--- src/rtl/zoom_in_controlador_if.sv ---
// Bundle between the zoom-in sequencer and its surroundings: host control,
// replication datapath coordinates and the source/destination framebuffer ports.
interface zoom_in_controlador_if #(
    parameter int LARG_PIXEL = 8
);
    logic                  iniciar;
    logic [1:0]            fator_zoom;
    logic                  ocupado;
    logic                  concluido;
    logic [1:0]            fator_zoom_dp;
    logic [9:0]            x_destino;
    logic [9:0]            y_destino;
    logic [9:0]            x_fonte;
    logic [9:0]            y_fonte;
    logic                  rd_en;
    logic [15:0]           rd_addr;
    logic [LARG_PIXEL-1:0] rd_dado;
    logic                  wr_en;
    logic [19:0]           wr_addr;
    logic [LARG_PIXEL-1:0] wr_dado;
    logic                  wr_pronto;

    modport master (
        input  iniciar, fator_zoom, x_fonte, y_fonte, rd_dado, wr_pronto,
        output ocupado, concluido, fator_zoom_dp, x_destino, y_destino,
               rd_en, rd_addr, wr_en, wr_addr, wr_dado
    );

    modport slave (
        output iniciar, fator_zoom, x_fonte, y_fonte, rd_dado, wr_pronto,
        input  ocupado, concluido, fator_zoom_dp, x_destino, y_destino,
               rd_en, rd_addr, wr_en, wr_addr, wr_dado
    );
endinterface

--- src/rtl/zoom_in_controlador.sv ---
// Raster-order sequencer for pixel-replication zoom-in: read one source pixel,
// then write it to the packed destination framebuffer, honouring write backpressure.
module zoom_in_controlador #(
    parameter int LARG_FONTE = 160,
    parameter int ALT_FONTE  = 120,
    parameter int LARG_PIXEL = 8
) (
    input logic                   clk,
    input logic                   reset,
    zoom_in_controlador_if.master bus
);

    typedef enum logic [2:0] {OCIOSO, LER, ESPERA, ESCREVER, FIM} estado_t;

    estado_t               estado;
    estado_t               estado_prox;
    logic [1:0]            fator_q;
    logic [9:0]            x_q;
    logic [9:0]            y_q;
    logic [LARG_PIXEL-1:0] wr_dado_q;
    logic [1:0]            desl;
    logic [10:0]           larg_dest;
    logic [10:0]           alt_dest;
    logic                  ult_x;
    logic                  ult_y;

    // Destination size is 11 bits wide: a 256-pixel source at 4x reaches exactly 1024.
    always_comb begin
        case (fator_q)
            2'b01:   desl = 2'd1;
            2'b10:   desl = 2'd2;
            default: desl = 2'd0;
        endcase
        larg_dest = 11'(LARG_FONTE) << desl;
        alt_dest  = 11'(ALT_FONTE) << desl;
        ult_x     = ({1'b0, x_q} == (larg_dest - 11'd1));
        ult_y     = ({1'b0, y_q} == (alt_dest - 11'd1));
    end

    always_ff @(posedge clk) begin
        if (!reset)
            estado <= OCIOSO;
        else
            estado <= estado_prox;
    end

    always_comb begin
        estado_prox = estado;
        case (estado)
            OCIOSO:   if (bus.iniciar) estado_prox = LER;
            LER:      estado_prox = ESPERA;
            ESPERA:   estado_prox = ESCREVER;
            ESCREVER: if (bus.wr_pronto) estado_prox = (ult_x && ult_y) ? FIM : LER;
            FIM:      estado_prox = OCIOSO;
            default:  estado_prox = OCIOSO;
        endcase
    end

    // Counters only advance on an accepted write, so a stalled write keeps its address.
    always_ff @(posedge clk) begin
        if (!reset) begin
            fator_q   <= 2'b00;
            x_q       <= 10'd0;
            y_q       <= 10'd0;
            wr_dado_q <= '0;
        end else begin
            case (estado)
                OCIOSO: begin
                    if (bus.iniciar) begin
                        fator_q <= bus.fator_zoom;
                        x_q     <= 10'd0;
                        y_q     <= 10'd0;
                    end
                end
                ESPERA: wr_dado_q <= bus.rd_dado;
                ESCREVER: begin
                    if (bus.wr_pronto && !(ult_x && ult_y)) begin
                        if (ult_x) begin
                            x_q <= 10'd0;
                            y_q <= y_q + 10'd1;
                        end else begin
                            x_q <= x_q + 10'd1;
                        end
                    end
                end
                default: ;
            endcase
        end
    end

    always_comb begin
        bus.rd_en     = 1'b0;
        bus.wr_en     = 1'b0;
        bus.ocupado   = 1'b0;
        bus.concluido = 1'b0;
        case (estado)
            LER: begin
                bus.rd_en   = 1'b1;
                bus.ocupado = 1'b1;
            end
            ESPERA:   bus.ocupado = 1'b1;
            ESCREVER: begin
                bus.wr_en   = 1'b1;
                bus.ocupado = 1'b1;
            end
            FIM:      bus.concluido = 1'b1;
            default:  ;
        endcase
    end

    assign bus.fator_zoom_dp = fator_q;
    assign bus.x_destino     = x_q;
    assign bus.y_destino     = y_q;
    assign bus.wr_dado       = wr_dado_q;
    assign bus.rd_addr       = 16'(bus.y_fonte) * 16'(LARG_FONTE) + 16'(bus.x_fonte);
    assign bus.wr_addr       = 20'(y_q) * 20'(larg_dest) + 20'(x_q);

endmodule

--- src/flat_wrapper.sv ---
// flat-port wrapper written by rule: the top's interface ports become plain ports
module zoom_in_controlador_flat 
#(
    parameter int LARG_FONTE = 160,
    parameter int ALT_FONTE  = 120,
    parameter int LARG_PIXEL = 8
)
  (clk, reset, bus_iniciar, bus_fator_zoom, bus_x_fonte, bus_y_fonte, bus_rd_dado, bus_wr_pronto, bus_ocupado, bus_concluido, bus_fator_zoom_dp, bus_x_destino, bus_y_destino, bus_rd_en, bus_rd_addr, bus_wr_en, bus_wr_addr, bus_wr_dado);
  zoom_in_controlador_if #(.LARG_PIXEL(LARG_PIXEL)) bus_i ();
  input logic clk;
  input logic reset;
  input wire logic [$bits(bus_i.iniciar)-1:0] bus_iniciar;
  input wire logic [$bits(bus_i.fator_zoom)-1:0] bus_fator_zoom;
  input wire logic [$bits(bus_i.x_fonte)-1:0] bus_x_fonte;
  input wire logic [$bits(bus_i.y_fonte)-1:0] bus_y_fonte;
  input wire logic [$bits(bus_i.rd_dado)-1:0] bus_rd_dado;
  input wire logic [$bits(bus_i.wr_pronto)-1:0] bus_wr_pronto;
  output wire logic [$bits(bus_i.ocupado)-1:0] bus_ocupado;
  output wire logic [$bits(bus_i.concluido)-1:0] bus_concluido;
  output wire logic [$bits(bus_i.fator_zoom_dp)-1:0] bus_fator_zoom_dp;
  output wire logic [$bits(bus_i.x_destino)-1:0] bus_x_destino;
  output wire logic [$bits(bus_i.y_destino)-1:0] bus_y_destino;
  output wire logic [$bits(bus_i.rd_en)-1:0] bus_rd_en;
  output wire logic [$bits(bus_i.rd_addr)-1:0] bus_rd_addr;
  output wire logic [$bits(bus_i.wr_en)-1:0] bus_wr_en;
  output wire logic [$bits(bus_i.wr_addr)-1:0] bus_wr_addr;
  output wire logic [$bits(bus_i.wr_dado)-1:0] bus_wr_dado;
  assign bus_i.iniciar = bus_iniciar;
  assign bus_i.fator_zoom = bus_fator_zoom;
  assign bus_i.x_fonte = bus_x_fonte;
  assign bus_i.y_fonte = bus_y_fonte;
  assign bus_i.rd_dado = bus_rd_dado;
  assign bus_i.wr_pronto = bus_wr_pronto;
  assign bus_ocupado = bus_i.ocupado;
  assign bus_concluido = bus_i.concluido;
  assign bus_fator_zoom_dp = bus_i.fator_zoom_dp;
  assign bus_x_destino = bus_i.x_destino;
  assign bus_y_destino = bus_i.y_destino;
  assign bus_rd_en = bus_i.rd_en;
  assign bus_rd_addr = bus_i.rd_addr;
  assign bus_wr_en = bus_i.wr_en;
  assign bus_wr_addr = bus_i.wr_addr;
  assign bus_wr_dado = bus_i.wr_dado;
  zoom_in_controlador #(.LARG_FONTE(LARG_FONTE), .ALT_FONTE(ALT_FONTE), .LARG_PIXEL(LARG_PIXEL)) u_core (.clk(clk), .reset(reset), .bus(bus_i));
endmodule
--- config.mk ---
export PLATFORM = sky130hd
export DESIGN_NAME = zoom_in_controlador_flat
export DESIGN_NICKNAME = d
export VERILOG_FILES = /design/src/rtl/zoom_in_controlador_if.sv /design/src/rtl/zoom_in_controlador.sv /design/src/flat_wrapper.sv
export SDC_FILE = /design/constraint.sdc
export NUM_CORES = 1
export LEC_CHECK = 0
export CORE_ASPECT_RATIO = 0.6
export CORE_MARGIN = 2
export CORE_UTILIZATION = 49
export CTS_BUF_LIST = sky130_fd_sc_hd__clkbuf_2 sky130_fd_sc_hd__clkbuf_4 sky130_fd_sc_hd__clkbuf_8
export CTS_CLUSTER_DIAMETER = 30
export DETAILED_ROUTE_END_ITERATION = 7
export PLACE_DENSITY = 0.81
export SYNTH_ARGS = -nofsm -noshare
export SYNTH_HDL_FRONTEND = slang
export SYNTH_SLANG_ARGS = --single-unit
--- constraint.sdc ---
create_clock -name clk -period 5.9 [get_ports clk]
set_clock_uncertainty 0.2 [all_clocks]
set_input_delay 0.885 -clock clk [delete_from_list [all_inputs] [get_ports clk]]
set_output_delay 0.885 -clock clk [all_outputs]
set_load 0.1 [all_outputs]
==> impl_metrics.toml <==
[run_status]
failed_checks = "negative setup slack"
status = "finished, violations left"

[setup_path]
crit_chain = "inv_4 -> ha_4 -> and2_4 -> nand2_2 -> fa_1 -> inv_1 -> fa_1 -> ha_4 -> fa_1 -> inv_1 -> fa_1 -> inv_2 -> ha_4 -> a21oi_2 -> nand2_1 -> a221o_1 -> a41o_1 -> o41ai_4 -> xnor2_4 -> buf_12"
cp_slowest_cell = "fa_1"
required_ns = 4.82
arrival_ns = 5.11
crit_type = "reg -> out"
start_kind = "flop"
critPathCaptureType = "output pin"
crit_fanout = 4
path_common_cell = "fa_1"
cp_top_family = "adder cells"
worst-path-buf-inv = 5
critPathMaxStageDelay_ns = 0.52

[drt]
wirelength_um = 12380
wl_per_cell_um = 15.13
first_pass_iters = 5
drc = 0
via_per_inst = 5.402
drt_iter0_drc = 291
antenna_left = 0
vias = 4419

[clocking]
cts_buffer_depth = 2
cts_buffers = 5
clkSinkCount = 33
insertion_delay_ns = 0.29
cts_hold_buf = 0
cts_tree = "done"
clk_pin_slew_ns = 0.07
cts.htree.levels = 2
cts-root-buf = "clkbuf_8"

[global_routing]
overflow = 0
grt_max_degree = 19
grt_first_pass_wirelength_um = 20040
grt_use_total_pct = 22.89
first_global_vias = 4228
antenna_found_initial = 0

[finish]
design_area_um2 = 6805
ff_latch_area_um2 = 679.4
diodes = 0
syn_to_final_growth_pct = 39.21
multi_input_area_um2 = 4203
fin_nets = 834
drive_above_1_share_pct = 21.96
instances_no_fill = 818
nFillCells = 722

[placed_design]
io_buffers = 93
gp_congestion = 0.8978
place_area_um2 = 6427
place_inst = 803
pre_cts_ws_ns = -0.1497
place_hpwl_um = 9977

[floorplan]
initial_core_util_pct = 50.01
top_level_ports = 104
rows = 28
core_area_um2 = 9774
die_area_um2 = 10820
die_h_um = 81.37
die_w_um = 132.9

[yosys]
syn-num-nets = 722
synth_edf_count = 0
postSynthCellCount = 570
synthFlopType = "dfxtp_1"
async_reset_ff_share_pct = 0
syn-mean-instance-area_um2 = 8.576
yosys_warnings = 0
synth-seq-cells = 33
synth_area_um2 = 4888
ys_types = 62
yosysSeqAreaShare_pct = 13.51

[power]
power_density_nw_per_um2 = 143.0
power_leakage_nw = 3.174
ir_worst_vdd_mv = 0.3302

[timing]
slew_viol_final = 0
slew_headroom_pct = 32.51
timing.fmax_mhz = 161.3
rsz0062_at_grt = "yes"
finalSetupViolations = 5
finalWorstSetupSlack_ns = -0.2990
min_period_ns = 6.199
worstMarginPinSlew_ns = 1.009
period_share_pct = 105.1
hold_viol = 0
setup_tns_ns = -0.8576

[job]
maxCapViolCount = 0

[min_path]
hold_path.class = "reg -> reg"
[worst register-to-register path, stage by stage (launching register included)]
cell	delay, ns
dfxtp_4	0.39
inv_4	0.05
ha_4	0.16
and2_4	0.15
buf_4	0.15
ha_1	0.28
nor4b_1	0.39
nand3_1	0.19
or3_4	0.41
a31oi_4	0.44
or4_1	0.20
a21oi_2	0.05
[worst paths after layout]
| kind | start | endpoint | slack [ns] | depth (start not counted) |
|---|---|---|---|---|
| setup / recovery | u_core.bus.fator_zoom_dp[0]$_SDFFE_PN0P_ | bus_wr_addr[18] | -0.30 | 20 |
| hold / removal | u_core.bus.wr_dado[3]$_SDFFE_PN0P_ | u_core.bus.wr_dado[3]$_SDFFE_PN0P_ | 0.32 | 2 |
| setup reg to reg | u_core.bus.fator_zoom_dp[0]$_SDFFE_PN0P_ | u_core.bus.y_destino[8]$_SDFFE_PN0P_ | 2.69 | 11 |
| hold reg to reg | u_core.bus.wr_dado[3]$_SDFFE_PN0P_ | u_core.bus.wr_dado[3]$_SDFFE_PN0P_ | 0.32 | 2 |
[synth_stat cells, types with 11 or more instances]
cell type  instances  area share [%]
inv_1             86             6.6
and3_1            13             1.7
dfxtp_1           33              14
nand2_1           34             2.6
nand3_1           19             1.9
xnor2_1           23             4.1
and2_1            28             3.6
a21oi_1           24             2.5
o21ai_0           11             1.1
buf_4             12             1.8
ha_1              85              22
nor2_1            20             1.5
fa_1              33              14
nor2b_1           15             1.9
[cell families (layout without fill, tap and decap cells)]
group	count (synthesis)	count (layout)	synth area share, %
muxes	10	10	2.048
buffers and inverters	114	227	9.931
AOI/OAI and AO/OA	94	94	13.44
xor gates and xnor gates	34	34	6.373
and+or+nand+nor	167	167	19.43
adders and majority gates	118	118	35.27
DFF	33	33	13.51
[state kept, by name, indices dropped and copies added, names as in the netlist]
| name | flops |
|---|---|
| u_core.bus.fator_zoom_dp | 2 |
| u_core.bus.wr_dado | 8 |
| u_core.bus.x_destino | 10 |
| u_core.bus.y_destino | 10 |
| u_core.estado | 3 |
[where the power goes]
group	switching [mW]	leakage (nW)	internal, mW
sequential	0.0107	0.274	0.230
clock	0.0835	0.0523	0.104
combinational	0.392	2.85	0.152
[layout make-up]
class / count / area share, %
timing repair buffer: 133 / 19.49
tap: 135 / 2.482
sequential: 33 / 9.983
clock buffer: 8 / 1.434
inverter: 86 / 4.854
multi-input combinational: 423 / 61.76
[per-stage QoR]
| stage | power, mW | utilization, % | hold slack, ns |
|---|---|---|---|
| 2_1_floorplan | 0.6664 | - | 0.4143 |
| 4_1_cts | 0.9705 | 68.61 | 0.3293 |
| 6_report | 0.9730 | 69.62 | 0.3231 |
| 3_3_place_gp | 0.7675 | 65.76 | 0.2991 |
| 5_1_grt | 1.011 | 69.62 | 0.3547 |
| 3_5_place_dp | 0.7799 | 65.76 | 0.3104 |
[routing by layer]
layer  GRT usage [%]  wire length (um)  share of wire, %  vias to the layer above
li1                -                 -                 -                     2158
met1           31.90              5911                48                     2138
met2           38.86              5777                47                      117
met3           4.120               641               5.2                        6
met4           2.043                46              0.37                        0
met5               0                 0                 0                        -
[layout by cell type, fill, tap and decap left out, types with 4 or more instances in the layout]
master           count
inv_1               76
nor3_1               4
inv_2                7
nand2b_1             4
dfxtp_2              9
nand3_1             18
and2_1              26
a21oi_2              6
fa_1                32
clkdlybuf4s50_1     73
a21oi_1             19
ha_4                12
dfxtp_1             22
xor2_1               9
ha_1                70
nand2_1             32
o31ai_1              4
nor2_1              19
clkbuf_8             6
o21ai_1              7
buf_12              11
a21o_1               5
xnor2_1             14
a21boi_0             4
o21ai_0             10
buf_4               47
or3_1                6
mux2i_1             10
o21bai_1             7
and3_1              13
or4_1                4
nor2b_1             12
xnor2_2              6
[what timing repair did]
item	4_1_cts	5_1_grt
gates resized for setup	28	19
buffers inserted	4	5
pin swaps	21	22
endpoints found under the setup margin	7	8
gates cloned	0	0
Power figures use the tool's default switching activity.
